### config.mk
export PLATFORM = sky130hd
export DESIGN_NAME = i2s_master_tx
export DESIGN_NICKNAME = d
export VERILOG_FILES = /design/src/rtl/i2s_master_tx.sv
export SDC_FILE = /design/constraint.sdc
export NUM_CORES = 1
export LEC_CHECK = 0
export CAP_MARGIN = 20
export CORE_AREA = 2 2 92 94
export DETAILED_ROUTE_END_ITERATION = 12
export DIE_AREA = 0 0 94 96
export HOLD_SLACK_MARGIN = 0.06
export MAX_ROUTING_LAYER = met4
export PLACE_DENSITY = 0.91
export SYNTH_ARGS = -nofsm -noshare
export SYNTH_HDL_FRONTEND = slang
export SYNTH_SLANG_ARGS = --single-unit
### constraint.sdc
create_clock -name clk -period 4.75 [get_ports clk]
set_input_delay 0.95 -clock clk [delete_from_list [all_inputs] [get_ports clk]]
set_output_delay 0.95 -clock clk [all_outputs]
set_load 0.05 [all_outputs]
### src/rtl/i2s_master_tx.sv
// I2S bus master transmitter: divides clk into BCK/LRCK and shifts out one stereo pair per frame.
// Optional build macro I2S_MASTER_TX_HOLD_LAST_EN repeats the last sent pair on underrun instead of silence.
module i2s_master_tx #(
    parameter int WORD_SIZE   = 32,
    parameter int SAMPLE_SIZE = 24,
    parameter int BCK_DIV     = 4
) (
    input  logic                   clk,
    input  logic                   rst,
    input  logic                   in_valid,
    output logic                   in_ready,
    input  logic [SAMPLE_SIZE-1:0] in_l,
    input  logic [SAMPLE_SIZE-1:0] in_r,
    output logic                   o_bck,
    output logic                   o_lrck,
    output logic                   o_dout,
    output logic                   frame_start,
    output logic                   underrun
);

    localparam int FRAME_BITS = 2 * WORD_SIZE;
    localparam int PAD        = WORD_SIZE - SAMPLE_SIZE;
    localparam int CNT_W      = $clog2(FRAME_BITS);
    localparam int DIV_W      = (BCK_DIV > 1) ? $clog2(BCK_DIV) : 1;

    localparam logic [DIV_W-1:0] DIV_LAST  = DIV_W'(BCK_DIV - 1);
    localparam logic [CNT_W-1:0] CNT_LAST  = CNT_W'(FRAME_BITS - 1);
    localparam logic [CNT_W-1:0] CNT_RIGHT = CNT_W'(WORD_SIZE);

    logic [DIV_W-1:0]       div_cnt_q, div_cnt_d;
    logic                   bck_q, bck_d;
    logic                   lrck_q, lrck_d;
    logic                   dout_q, dout_d;
    logic                   frame_start_q, frame_start_d;
    logic                   underrun_q, underrun_d;
    logic [CNT_W-1:0]       bit_cnt_q, bit_cnt_d;
    logic                   hold_valid_q, hold_valid_d;
    logic [SAMPLE_SIZE-1:0] hold_l_q, hold_l_d;
    logic [SAMPLE_SIZE-1:0] hold_r_q, hold_r_d;
    logic [FRAME_BITS-1:0]  shift_q, shift_d;
`ifdef I2S_MASTER_TX_HOLD_LAST_EN
    logic [SAMPLE_SIZE-1:0] last_l_q, last_l_d;
    logic [SAMPLE_SIZE-1:0] last_r_q, last_r_d;
`endif

    logic div_wrap_s;
    logic fall_tick_s;
    logic frame_load_s;
    logic in_ready_s;
    logic transfer_s;
    logic [CNT_W-1:0] next_cnt_s;

    assign in_ready_s = ~hold_valid_q & ~rst;
    assign in_ready   = in_ready_s;

    // Next-state logic: divider, slot counter, frame load/shift and the holding register.
    always_comb begin
        div_wrap_s    = (div_cnt_q == DIV_LAST);
        fall_tick_s   = div_wrap_s & bck_q;
        frame_load_s  = fall_tick_s & (bit_cnt_q == CNT_LAST);
        transfer_s    = in_valid & in_ready_s;

        div_cnt_d     = div_cnt_q;
        bck_d         = bck_q;
        lrck_d        = lrck_q;
        dout_d        = dout_q;
        frame_start_d = 1'b0;
        underrun_d    = 1'b0;
        bit_cnt_d     = bit_cnt_q;
        hold_valid_d  = hold_valid_q;
        hold_l_d      = hold_l_q;
        hold_r_d      = hold_r_q;
        shift_d       = shift_q;
        next_cnt_s    = bit_cnt_q;
`ifdef I2S_MASTER_TX_HOLD_LAST_EN
        last_l_d      = last_l_q;
        last_r_d      = last_r_q;
`endif

        if (div_wrap_s) begin
            div_cnt_d = {DIV_W{1'b0}};
            bck_d     = ~bck_q;
        end else begin
            div_cnt_d = div_cnt_q + DIV_W'(1);
        end

        if (frame_load_s) begin
            next_cnt_s = {CNT_W{1'b0}};
        end else begin
            next_cnt_s = bit_cnt_q + CNT_W'(1);
        end

        // The bit leaving the MSB goes to the pin; at load time it is the old frame's trailing pad zero.
        if (fall_tick_s) begin
            bit_cnt_d = next_cnt_s;
            lrck_d    = (next_cnt_s >= CNT_RIGHT);
            dout_d    = shift_q[FRAME_BITS-1];
            if (frame_load_s) begin
                frame_start_d = 1'b1;
                if (hold_valid_q) begin
                    shift_d = {hold_l_q, {PAD{1'b0}}, hold_r_q, {PAD{1'b0}}};
`ifdef I2S_MASTER_TX_HOLD_LAST_EN
                    last_l_d = hold_l_q;
                    last_r_d = hold_r_q;
`endif
                end else begin
                    underrun_d = 1'b1;
`ifdef I2S_MASTER_TX_HOLD_LAST_EN
                    shift_d = {last_l_q, {PAD{1'b0}}, last_r_q, {PAD{1'b0}}};
`else
                    shift_d = {FRAME_BITS{1'b0}};
`endif
                end
            end else begin
                shift_d = {shift_q[FRAME_BITS-2:0], 1'b0};
            end
        end else begin
            shift_d = shift_q;
        end

        // A transfer only happens with the holder empty, so it never collides with a full-holder load.
        if (transfer_s) begin
            hold_valid_d = 1'b1;
            hold_l_d     = in_l;
            hold_r_d     = in_r;
        end else if (frame_load_s) begin
            hold_valid_d = 1'b0;
        end else begin
            hold_valid_d = hold_valid_q;
        end
    end

    // State registers with synchronous reset.
    always_ff @(posedge clk) begin
        if (rst) begin
            div_cnt_q     <= {DIV_W{1'b0}};
            bck_q         <= 1'b0;
            lrck_q        <= 1'b0;
            dout_q        <= 1'b0;
            frame_start_q <= 1'b0;
            underrun_q    <= 1'b0;
            bit_cnt_q     <= CNT_LAST;
            hold_valid_q  <= 1'b0;
            hold_l_q      <= {SAMPLE_SIZE{1'b0}};
            hold_r_q      <= {SAMPLE_SIZE{1'b0}};
            shift_q       <= {FRAME_BITS{1'b0}};
`ifdef I2S_MASTER_TX_HOLD_LAST_EN
            last_l_q      <= {SAMPLE_SIZE{1'b0}};
            last_r_q      <= {SAMPLE_SIZE{1'b0}};
`endif
        end else begin
            div_cnt_q     <= div_cnt_d;
            bck_q         <= bck_d;
            lrck_q        <= lrck_d;
            dout_q        <= dout_d;
            frame_start_q <= frame_start_d;
            underrun_q    <= underrun_d;
            bit_cnt_q     <= bit_cnt_d;
            hold_valid_q  <= hold_valid_d;
            hold_l_q      <= hold_l_d;
            hold_r_q      <= hold_r_d;
            shift_q       <= shift_d;
`ifdef I2S_MASTER_TX_HOLD_LAST_EN
            last_l_q      <= last_l_d;
            last_r_q      <= last_r_d;
`endif
        end
    end

    assign o_bck       = bck_q;
    assign o_lrck      = lrck_q;
    assign o_dout      = dout_q;
    assign frame_start = frame_start_q;
    assign underrun    = underrun_q;

endmodule

# Word-level counts from Yosys, hierarchy flattened

Index checks and enable logic that the tools add are counted.

Bits in registers: 126
Latch bits: 0
RAM bits: 0
Memory bits (read-only): 0
Input bits: 51
Output and inout bits: 6
Word-level logic and storage cells: 36
Memories kept: 0

Add/sub/neg operators: 2
Multipliers: 0
Divide/modulo/power cells: 0
Order comparisons: 1
Eq/ne operators: 2
Shift-type cells: 0
Mux-type cells: 7
Bitwise logic cells: 9
Reductions and logical operators: 4

Operators by type and width:

| kind                                                     | number |
|---|---|
| 2-to-1 mux 64 bit                                        | 2 |
| adder 6 x 1 -> 6 bit, second input constant              | 1 |
| equality test 6 bit, second input constant               | 1 |
| greater-or-equal comparator 6 bit, second input constant | 1 |
| 2-to-1 mux 6 bit                                         | 1 |
| NOT 1 bit                                                | 5 |
| AND 1 bit                                                | 4 |
| 2-to-1 mux 1 bit                                         | 4 |
| OR reduction 2 bit                                       | 2 |
| OR reduction 3 bit                                       | 1 |
| adder 2 x 1 -> 2 bit, second input constant              | 1 |
| equality test 2 bit, second input constant               | 1 |
| nonzero test 2 bit                                       | 1 |

# Logic depth before layout (Yosys ltp)

Gate-level depths: netlist of run 1.

Depth after elaboration: 5
Gate-level depth with buffers: 7
Depth with buffers taken out: 4

# Least setup slack after synthesis of run 1

Ideal clock, no wire load.

Path type: input port to output port
Start point: input port rst
End point: output port in_ready
Data arrival time: 2.001 ns
Data required time: 3.800 ns
Setup slack: 1.799 ns
Cell stages on the path: 3
Path buffers: 2
Path through: clkbuf_1 -> clkbuf_1 -> nor2_1

Word-level cells in the longest chain between the ends: 2

RTL lines:

| what        | RTL line | RTL |
|---|---|---|
| from (decl) | 9        | `input logic rst,` |
| NOT 1 bit   | 53       | `assign in_ready_s = ~hold_valid_q & ~rst;` |
| AND 1 bit   | 53       |  |
| to (decl)   | 11       | `output logic in_ready,` |

No other way between the ends.

# Final worst setup path of run 1

Same ends and word-level chain as after synthesis.

==> results of run 1 <==
sequential cells by signal (all words and copies together), names as in the netlist:
name and cells:
bit_cnt_q 6, div_cnt_q 2, frame_start 1, hold_l_q 24
hold_r_q 24, hold_valid_q 1, o_bck 1, o_dout 1
o_lrck 1, shift_q 56, underrun 1
kinds of logic after synthesis:
family	count (synthesis)
adder cells (fa/ha/maj)	2
flip-flops	118
buffers and inverters	58
AO/OA/AOI/OAI	163
multiplexers	1
XOR/XNOR	2
AND/OR/NAND/NOR	195
placed cells by master, fill, tap and decap left out, types with 13 or more instances in the layout:
| cell type | netlist | routed |
|---|---|---|
| inv_1 | 13 | 13 |
| o21ai_0 | 82 | 82 |
| nand3_1 | 27 | 27 |
| dfxtp_1 | 118 | 118 |
| clkdlybuf4s50_1 | 0 | 56 |
| nor2_1 | 15 | 15 |
| nand2_1 | 116 | 116 |
| a221o_1 | 17 | 17 |
| clkbuf_16 | 0 | 16 |
| a31oi_1 | 19 | 19 |
worst min-delay path by stage:
stage,from,endpoint,slack [ns],depth (start not counted)
global route,div_cnt_q[0],div_cnt_q[0],0.47,1
finish,div_cnt_q[0],div_cnt_q[0],0.45,1
global placement,div_cnt_q[0],div_cnt_q[0],0.41,1
CTS,o_dout,o_dout,0.45,2
detailed placement,div_cnt_q[0],div_cnt_q[0],0.43,1
floorplan,div_cnt_q[0],div_cnt_q[0],0.40,1
per-stage QoR:
stage	worst slack (ns)	util [%]	power, mW
detailed placement	1.49	63.4	1.20
global placement	1.54	63.4	1.19
global route	1.44	71.5	2.63
CTS	1.48	71.5	2.56
floorplan	1.80	-	1.13
finish	1.49	71.5	2.56
power by group through the flow:
stage          Clock, mW  Sequential [mW]  Combinational, mW
2_1_floorplan          0             1.06             0.0712
3_3_place_gp           0             1.06              0.128
3_5_place_dp           0             1.06              0.132
4_1_cts             1.38             1.04              0.134
5_1_grt             1.44             1.05              0.148
6_report            1.39             1.04              0.134
per-layer routing:
layer,share of wire (%),wire length [um]
met1,40,4580
met2,51,5900
met3,7.4,853
met4,2.2,253
met5,0,0
final cells by class:
| type | count | share of cell area (%) |
|---|---|---|
| Inverter | 13 | 0.847 |
| Sequential cell | 118 | 41.0 |
| Timing Repair Buffer | 62 | 10.5 |
| Clock buffer | 25 | 8.93 |
| Tap cell | 105 | 2.28 |
| Clock inverter | 7 | 2.39 |
| Multi-Input combinational cell | 363 | 34.0 |
==> results.tsv, run 1 <==
stage	metric	value	unit
layout	layout.area.seq	2360	um^2
synth	synth.avg_cell_area	8.50	um^2
routing	first_iter_violations	423	
power	ir_worst_vdd	0.247	mV
synth	synth_compound_area_share	22.4	%
clock_network	post_cts_resized	0	
clock_network	cts.path.max_buffers	2	
layout	final_nets	628	
power	p_per_area	445	nW/um^2
clock_network	postCtsSetupBuffers	0	
critical_path	crit_type	in -> out	
layout	syn_to_final_growth	25.7	%
floorplanning	dieHeight	96	um
clock_network	clock_insertion_delay_worst_skew	0.52	ns
synth	synth_mux_area_share	0.246	%
placement	place.gp.congestion	0.805	
floorplanning	fp.dieW	94	um
critical_path	r2r-start	bit_cnt_q[0]	
synth	synth_common_cells	dfxtp_1, nand2_1, o21ai_0, clkbuf_1, nand3_1	
critical_path	worstPathMaxFanout	2	
synth	synth-edff-count	0	
critical_path	critical_path.startpoint	rst	
floorplanning	start_util	56.9	%
synth	synth.net_count	592	
clock_network	clk_pin_slew	0.05	ns
clock_network	h-tree-depth	4	
synth	synth_top_family_by_area	compound AO/OA/AOI/OAI gates	
synth	ys_types	44	
clock_network	cts-buffers-inserted	17	
synth	yosysMostFrequentCell	dfxtp_1	
critical_path	cp_cell_sequence	clkdlybuf4s50_1, nor2_1, clkdlybuf4s50_1	
timing	rsz0062_at_grt	false	
critical_path	worst-r2r-cell-count	4	
synth	synth_warnings	0	
timing	min_period_over_period	68.6	%
timing	fin_crit	3.26	ns
critical_path	cpMostUsedCell	clkdlybuf4s50_1	
critical_path	cpLargestDelayFamily	buffers and inverters	
critical_path	critPathRequiredTime	3.80	ns
global_route	grt_pass1_wl	18.7	mm
placement	io_buffers	56	
critical_path	critical-path-max-stage-delay	0.82	ns
routing	vias_per_cell	6.05	
floorplanning	io_pins	57	
floorplanning	core	8050	um^2
timing	finalClockSkew	0.00662	ns
status	outcome	finished clean	
layout	fin_cells	693	
critical_path	r2r_slack	1.86	ns
power	p_seq_share	40.7	%
routing	wl_per_cell	16.7	um
power	comb_power_share	5.2	%
timing	fin_tns_setup	0	ns
floorplanning	num_rows	33	
clock_network	cts_tree	yes	
timing	setup_violations	0	
layout	fin_area	5760	um^2
synth	synth_xor_area_share	0.382	%
synth	synth-main-ff-cell	dfxtp_1	
clock_network	cts_root_buf	clkbuf_8	
critical_path	worst-path-stages	3	
routing	drc	0	
floorplanning	die_area	9020	um^2
global_route	grtUsageTotal	27.7	%
global_route	use_met1	31.1	%
synth	ys_seq_area_share	51.6	%
synth	synth_fa_ha_area_share	0.546	%
critical_path	cp_slowest_cell	clkdlybuf4s50_1	
synth	syn-instance-count	539	
routing	wl	11.6	mm
routing	ant_nets	0	
global_route	grt_pass1_vias	3918	
synth	yosys.area_share.simple	19.0	%
critical_path	arrival	2.31	ns
synth	synth_seq_cells	118	
global_route	grt_overflow	0	
placement	post_dp_cell_area	5110	um^2
power	p_clk_share	54.0	%
power	p_sw	527	uW
critical_path	path_buf_inv	2	
critical_path	r2r_end	bit_cnt_q[0]	
power	p_int	2.04	mW
placement	post-dp-hpwl	6.43	mm
synth	async_reset_ff_share	0	%
layout	drive_above_1_share	7.14	%
timing	finalMaxSlewViolations	0	
critical_path	critPathLaunchType	primary input	
routing	route.vias.total	4194	
timing	tightest_slew	1.10	ns
layout	multi_input_area	1960	um^2
timing	hold-worst-slack	0.448	ns
global_route	met2_usage	46.3	%
synth	yosys.area.top_type_share	51.6	%
synth	synth.cell_area	4580	um^2
synth	post-synth-top-area-cell	dfxtp_1	
timing	timing.final.hold_violations	0	
critical_path	endpoint_kind	output pin	
placement	dp.cells	661	
power	p_leak	2.09	nW
clock_network	clock_sinks	118	
global_route	top_usage_layer	met2	
global_route	grt_max_degree	96	
timing	max_freq	307	MHz
min_path	min_path_type	reg -> reg	
power	p_sw_share	20.6	%
global_route	grt_use_met3	7.67	%
timing	relSlewSlack	26.3	%
layout	num_antenna_cells	0	
synth	synthTopCellsByArea	dfxtp_1, nand2_1, o21ai_0	
flow_run	cap_viol_max_count	0	
global_route	antenna_found_initial	0	
layout	fillCellCount	574	
routing	drt_pre_antenna_iters	5	
clock_network	hold_buffers	0	
critical_path	crit_end	in_ready	
No activity file was read; power rests on OpenSTA's default activity.
==> inputs of run 2 (changes only) <==
--- a/config.mk
+++ b/config.mk
@@ -6,12 +6,12 @@
 export NUM_CORES = 1
 export LEC_CHECK = 0
 export CAP_MARGIN = 20
-export CORE_AREA = 2 2 92 94
+export CORE_AREA = 2 2 100 102
 export DETAILED_ROUTE_END_ITERATION = 12
-export DIE_AREA = 0 0 94 96
+export DIE_AREA = 0 0 102 104
 export HOLD_SLACK_MARGIN = 0.06
 export MAX_ROUTING_LAYER = met4
-export PLACE_DENSITY = 0.91
+export PLACE_DENSITY = 0.83
 export SYNTH_ARGS = -nofsm -noshare
 export SYNTH_HDL_FRONTEND = slang
 export SYNTH_SLANG_ARGS = --single-unit
==> constraint.sdc (replaced) <==
create_clock -name clk -period 2.9 [get_ports clk]
set_input_delay 0.58 -clock clk [delete_from_list [all_inputs] [get_ports clk]]
set_output_delay 0.58 -clock clk [all_outputs]
set_load 0.05 [all_outputs]
==> run 2 against run 1 <==
  * Clock skew shrank 0.0013 ns
  * Sequential power grew 64%
  * Via count grew 0.31%
  * Clock power grew 62%
  * Final cell count grew 5.1%
  * Largest cell class unchanged
  * Largest power group unchanged
==> results.tsv, run 2 (synthesis gave the netlist of run 1 again) <==
stage	metric	value	unit	change
flow_run	cap_viol_max_count	0		unchanged
power	p_per_area	713	nW/um^2	+60%
timing	rsz0062_at_grt	false		
critical_path	critPathLaunchType	register		
global_route	grt_pass1_vias	3887		-0.79%
layout	num_antenna_cells	0		unchanged
global_route	grt_overflow	0		unchanged
floorplanning	start_util	48.0	%	-8.9 points
clock_network	clock_insertion_delay_worst_skew	0.52	ns	about the same
placement	io_buffers	56		unchanged
power	p_leak	2.14	nW	+2.6%
critical_path	cpLargestDelayFamily	buffers and inverters		
layout	fin_cells	728		+5.1%
placement	place.gp.congestion	0.849		+5.5%
global_route	grtUsageTotal	22.7	%	-5.0 points
layout	mostFrequentLayoutCells	dfxtp_1, nand2_1, o21ai_0		
clock_network	cts.path.max_buffers	2		unchanged
critical_path	critical-path-max-stage-delay	0.86	ns	+0.04 ns
clock_network	cts-buffers-inserted	17		unchanged
routing	drt_pre_antenna_iters	5		unchanged
timing	setup_violations	0		unchanged
critical_path	path_buf_inv	1		-1
global_route	grt_pass1_wl	18.7	mm	unchanged
clock_network	post_cts_resized	0		unchanged
critical_path	worstPathMaxFanout	7		+5
power	ir_worst_vdd	0.397	mV	+61%
timing	timing.final.hold_violations	0		unchanged
power	finalPower	4.19	mW	+64%
critical_path	crit_type	reg -> out		
floorplanning	io_pins	57		unchanged
critical_path	endpoint_kind	output pin		
clock_network	cts_root_buf	clkbuf_8		
layout	regMostFlops	shift_q		
routing	drc	0		unchanged
layout	syn_to_final_growth	28.4	%	
min_path	min_path_type	reg -> reg		
floorplanning	num_rows	36		+9.1%
layout	top_regs	shift_q: 56 flops, hold_l_q: 24 flops, hold_r_q: 24 flops		
timing	fin_crit	2.42	ns	
layout	final_nets	636		+1.3%
timing	min_period_over_period	83.6	%	
critical_path	arrival	1.84	ns	-0.47 ns
routing	first_iter_violations	265		-37%
clock_network	hold_buffers	0		unchanged
critical_path	cp_slowest_cell	clkdlybuf4s50_1		
layout	largest_register_ffs	56		unchanged
placement	preCtsSetupSlack	0.649	ns	-0.839 ns
routing	wl	11.6	mm	-0.25%
clock_network	postCtsSetupBuffers	0		unchanged
routing	ant_nets	0		unchanged
global_route	grt_max_degree	66		-31%
routing	vias_per_cell	5.78		-4.5%
floorplanning	dieHeight	104	um	+8.3%
critical_path	critPathRequiredTime	2.32	ns	-1.48 ns
routing	wl_per_cell	15.9	um	-5.0%
status	outcome	finished clean		
clock_network	clk_pin_slew	0.06	ns	about the same
timing	worst_slack	0.477	ns	-1.02 ns
floorplanning	fp.dieW	102	um	+8.5%
timing	finalMaxSlewViolations	0		unchanged
clock_network	clock_sinks	118		unchanged
timing	fin_tns_setup	0	ns	unchanged
clock_network	h-tree-depth	4		unchanged
timing	relSlewSlack	48.3	%	+22 points
global_route	antenna_found_initial	0		unchanged
timing	finalClockSkew	0.00533	ns	-0.00129 ns
floorplanning	core	9550	um^2	+19%
placement	post-dp-hpwl	6.76	mm	+5.0%
timing	tightest_slew	0.768	ns	-0.335 ns
floorplanning	die_area	10600	um^2	+18%
layout	drive_above_1_share	8.40	%	+1.3 points
routing	route.vias.total	4207		+0.31%
critical_path	r2r_slack	0.73	ns	-1.13 ns
layout	mostFrequentLayoutCell	dfxtp_1		
clock_network	cts_tree	yes		
critical_path	cp_cell_sequence	clkdlybuf4s50_1		
timing	max_freq	413	MHz	
placement	dp.cells	697		+5.4%
==> run 2: cell count changes in the layout (fill, tap and decap cells not counted) <==
| cell | before | now |
|---|---|---|
| buf_12 | 0 | 4 |
| bufinv_16 | 4 | 5 |
| buf_4 | 6 | 11 |
| clkdlybuf4s50_1 | 56 | 55 |
| clkinvlp_4 | 1 | 0 |
| clkinv_2 | 2 | 5 |
| clkbuf_8 | 8 | 4 |
==> run 2: worst paths after layout <==
check,start,cells after the start,end
hold / removal,div_cnt_q[0],1,div_cnt_q[0]
hold reg to reg,div_cnt_q[0],1,div_cnt_q[0]
setup reg to reg,div_cnt_q[0],5,shift_q[41]
setup / recovery,o_bck,1,o_bck
==> run 2: per-layer routing <==
| layer | GRT usage [%] | part of all wire [%] | routed length [um] |
|---|---|---|---|
| met4 | 7.90 | 1.8 | 212 |
| met2 | 35.2 | 48 | 5570 |
| met3 | 5.85 | 7.2 | 826 |
| met1 | 28.8 | 43 | 4940 |
| met5 | - | 0 | 0 |
==> run 2: final cells by class <==
cell class                 count  area, um^2
inverter                      13        48.8
tap                          133         166
timing repair buffer          70         713
sequential                   118        2360
multi-input combinational    363        1960
clock inverter                10         175
fill                         777        3670
clock buffer                  21         459
==> run 2: power breakdown <==
| part | switching [mW] | internal [mW] |
|---|---|---|
| clock | 0.711 | 1.54 |
| combinational | 0.120 | 0.114 |
| sequential | 0.0315 | 1.68 |
==> run 2: metrics by stage <==
step | area (um^2) | hold WS (ns) | utilization, %
global placement | 5250 | 0.413 | 55.0
finish | 5880 | 0.436 | 61.6
floorplan | 4580 | 0.404 | -
global route | 5880 | 0.470 | 61.6
CTS | 5880 | 0.436 | 61.6
detailed placement | 5250 | 0.428 | 55.0
==> inputs of run 3 (changes only) <==
==> constraint.sdc (replaced) <==
create_clock -name clk -period 2.1 [get_ports clk]
set_input_delay 0.42 -clock clk [delete_from_list [all_inputs] [get_ports clk]]
set_output_delay 0.42 -clock clk [all_outputs]
set_load 0.05 [all_outputs]
==> run 3 against run 2 <==
  * Clock skew up 0.0016 ns
  * Final cell count up 1.4%
  * Clock power up 19%
  * Critical path depth unchanged
  * Core utilization up 0.092 points
  * Via count down 1.9%
  * Sequential power up 38%
  * Setup slack worse by 0.43 ns
  * Largest power group unchanged
  * Highest routed layer unchanged
==> results.tsv, run 3 (synthesis gave the netlist of run 1 again) <==
stage	metric	value	unit	change
critical_path	r2r_end	shift_q[61]		
critical_path	r2r_slack	0.33	ns	-0.40 ns
global_route	grt_overflow	0		unchanged
status	outcome	finished clean		
floorplanning	io_pins	57		unchanged
timing	finalMaxSlewViolations	0		unchanged
clock_network	cts.path.max_buffers	2		unchanged
critical_path	path_buf_inv	1		unchanged
global_route	antenna_found_initial	0		unchanged
layout	mostFrequentLayoutCells	dfxtp_1, nand2_1, o21ai_0		
global_route	grtUsageTotal	23.6	%	+0.82 points
routing	route.vias.total	4129		-1.9%
layout	syn_to_final_growth	28.6	%	
critical_path	critPathLaunchType	register		
critical_path	cpLargestDelayFamily	buffers and inverters		
routing	drt_pre_antenna_iters	5		unchanged
timing	max_freq	487	MHz	
layout	layout.area.seq	2360	um^2	unchanged
flow_run	cap_viol_max_count	0		unchanged
clock_network	cts_tree	yes		
power	p_leak	2.15	nW	+0.37%
layout	fillCellCount	812		+4.5%
placement	place.gp.congestion	0.840		-1.1%
critical_path	cp_slowest_cell	clkdlybuf4s50_1		
critical_path	critical-path-max-stage-delay	0.80	ns	-0.06 ns
routing	drc	0		unchanged
timing	tightest_slew	0.565	ns	-0.203 ns
floorplanning	start_util	48.0	%	unchanged
critical_path	arrival	1.63	ns	-0.21 ns
timing	fin_crit	2.05	ns	
timing	min_period_over_period	97.8	%	
critical_path	critPathRequiredTime	1.68	ns	-0.64 ns
min_path	min_path_type	reg -> reg		
layout	regMostFlops	shift_q		
clock_network	clock_sinks	118		unchanged
min_path	whs_endpoint	div_cnt_q[0]		
timing	relSlewSlack	62.3	%	+14 points
clock_network	cts-buffers-inserted	17		unchanged
clock_network	clock_insertion_delay_worst_skew	0.52	ns	about the same
floorplanning	num_rows	36		unchanged
global_route	grt_pass1_wl	19.1	mm	+2.4%
layout	final_nets	645		+1.4%
timing	fin_tns_setup	0	ns	unchanged
clock_network	h-tree-depth	4		unchanged
clock_network	clk_pin_slew	0.05	ns	about the same
routing	wl	11.5	mm	about the same
routing	wl_per_cell	15.6	um	-1.4%
clock_network	hold_buffers	0		unchanged
placement	post-dp-hpwl	7.12	mm	+5.3%
critical_path	worstPathMaxFanout	2		-5
critical_path	cp_cell_sequence	clkdlybuf4s50_1		
critical_path	endpoint_kind	output pin		
critical_path	crit_type	reg -> out		
clock_network	cts_root_buf	clkbuf_8		
min_path	hold_start	div_cnt_q[0]		
routing	ant_nets	0		unchanged
floorplanning	die_area	10600	um^2	unchanged
timing	setup_violations	0		unchanged
layout	top_regs	shift_q: 56 flops, hold_l_q: 24 flops, hold_r_q: 24 flops		
layout	largest_register_ffs	56		unchanged
floorplanning	fp.dieW	102	um	unchanged
placement	io_buffers	56		unchanged
routing	vias_per_cell	5.59		-3.2%
power	p_per_area	911	nW/um^2	+28%
layout	num_antenna_cells	0		unchanged
critical_path	worst-r2r-cell-count	6		+1
layout	mostFrequentLayoutCell	dfxtp_1		
timing	finalClockSkew	0.00692	ns	+0.00159 ns
min_path	min_path_cells	1		unchanged
timing	worst_slack	0.0471	ns	-0.429 ns
global_route	grt_max_degree	63		-4.5%
layout	multi_input_area	1960	um^2	unchanged
routing	first_iter_violations	294		+11%
floorplanning	core	9550	um^2	unchanged
timing	rsz0062_at_grt	false		
layout	drive_above_1_share	9.59	%	+1.2 points
critical_path	r2r-start	div_cnt_q[0]		
floorplanning	dieHeight	104	um	unchanged
global_route	grt_pass1_vias	3885		-0.051%
power	ir_worst_vdd	0.422	mV	+6.2%
timing	timing.final.hold_violations	0		unchanged
placement	preCtsSetupSlack	0.125	ns	-0.524 ns
-- run 3: final cells by class --
class	count	area share [%]
flip-flops and latches	118	40.1
multi-input cells	363	33.2
repair buffers	79	13.6
clock buffers	24	8.15
well taps	133	2.82
clock inverters	8	1.23
inverters	13	0.828
-- run 3: through the flow --
step                      hold WS [ns]  util (%)  cell area, um^2  power [mW]  instances
after floorplan                  0.404         -             4580        2.56        539
after global placement           0.414      55.9             5340        2.73        706
after detailed placement         0.417      55.9             5340        2.74        706
after CTS                        0.428      61.7             5890        5.38        738
after global routing             0.449      61.7             5890        5.54        738
final                            0.425      61.7             5890        5.37        738
-- run 3: worst max path at each step --
stage	start	to	slack [ns]	cells after the start
CTS	o_dout	o_dout	0.03	1
global placement	rst	shift_q[9]	0.15	5
finish	o_dout	o_dout	0.05	1
floorplan	rst	in_ready	0.21	3
global route	o_dout	o_dout	0.0009	1
detailed placement	rst	shift_q[9]	0.12	5
-- run 3: worst reg2reg max path: stages, from the launching register on --
cell      delay [ns]
dfxtp_1         0.33
ha_1            0.34
and2_1          0.24
buf_12          0.25
o21ai_1         0.15
buf_4           0.19
o221ai_1        0.20
-- run 3: what timing repair did --
item,CTS,global route
setup buffers,0,0
resized for setup,2,0
setup endpoints to repair,2,0
-- run 3: metal layers --
layer | GRT usage [%] | vias to the layer above | part of all wire, %
met4 | 9.52 | 0 | 2.7
met5 | - | - | 0
met3 | 6.52 | 32 | 5.9
met1 | 28.7 | 1930 | 43
li1 | - | 2011 | -
met2 | 36.7 | 156 | 49
-- run 3: where the power goes --
group          switching (mW)  internal, mW  total [mW]
sequential             0.0431          2.32        2.36
combinational           0.170         0.168       0.338
clock                   0.985          1.68        2.67
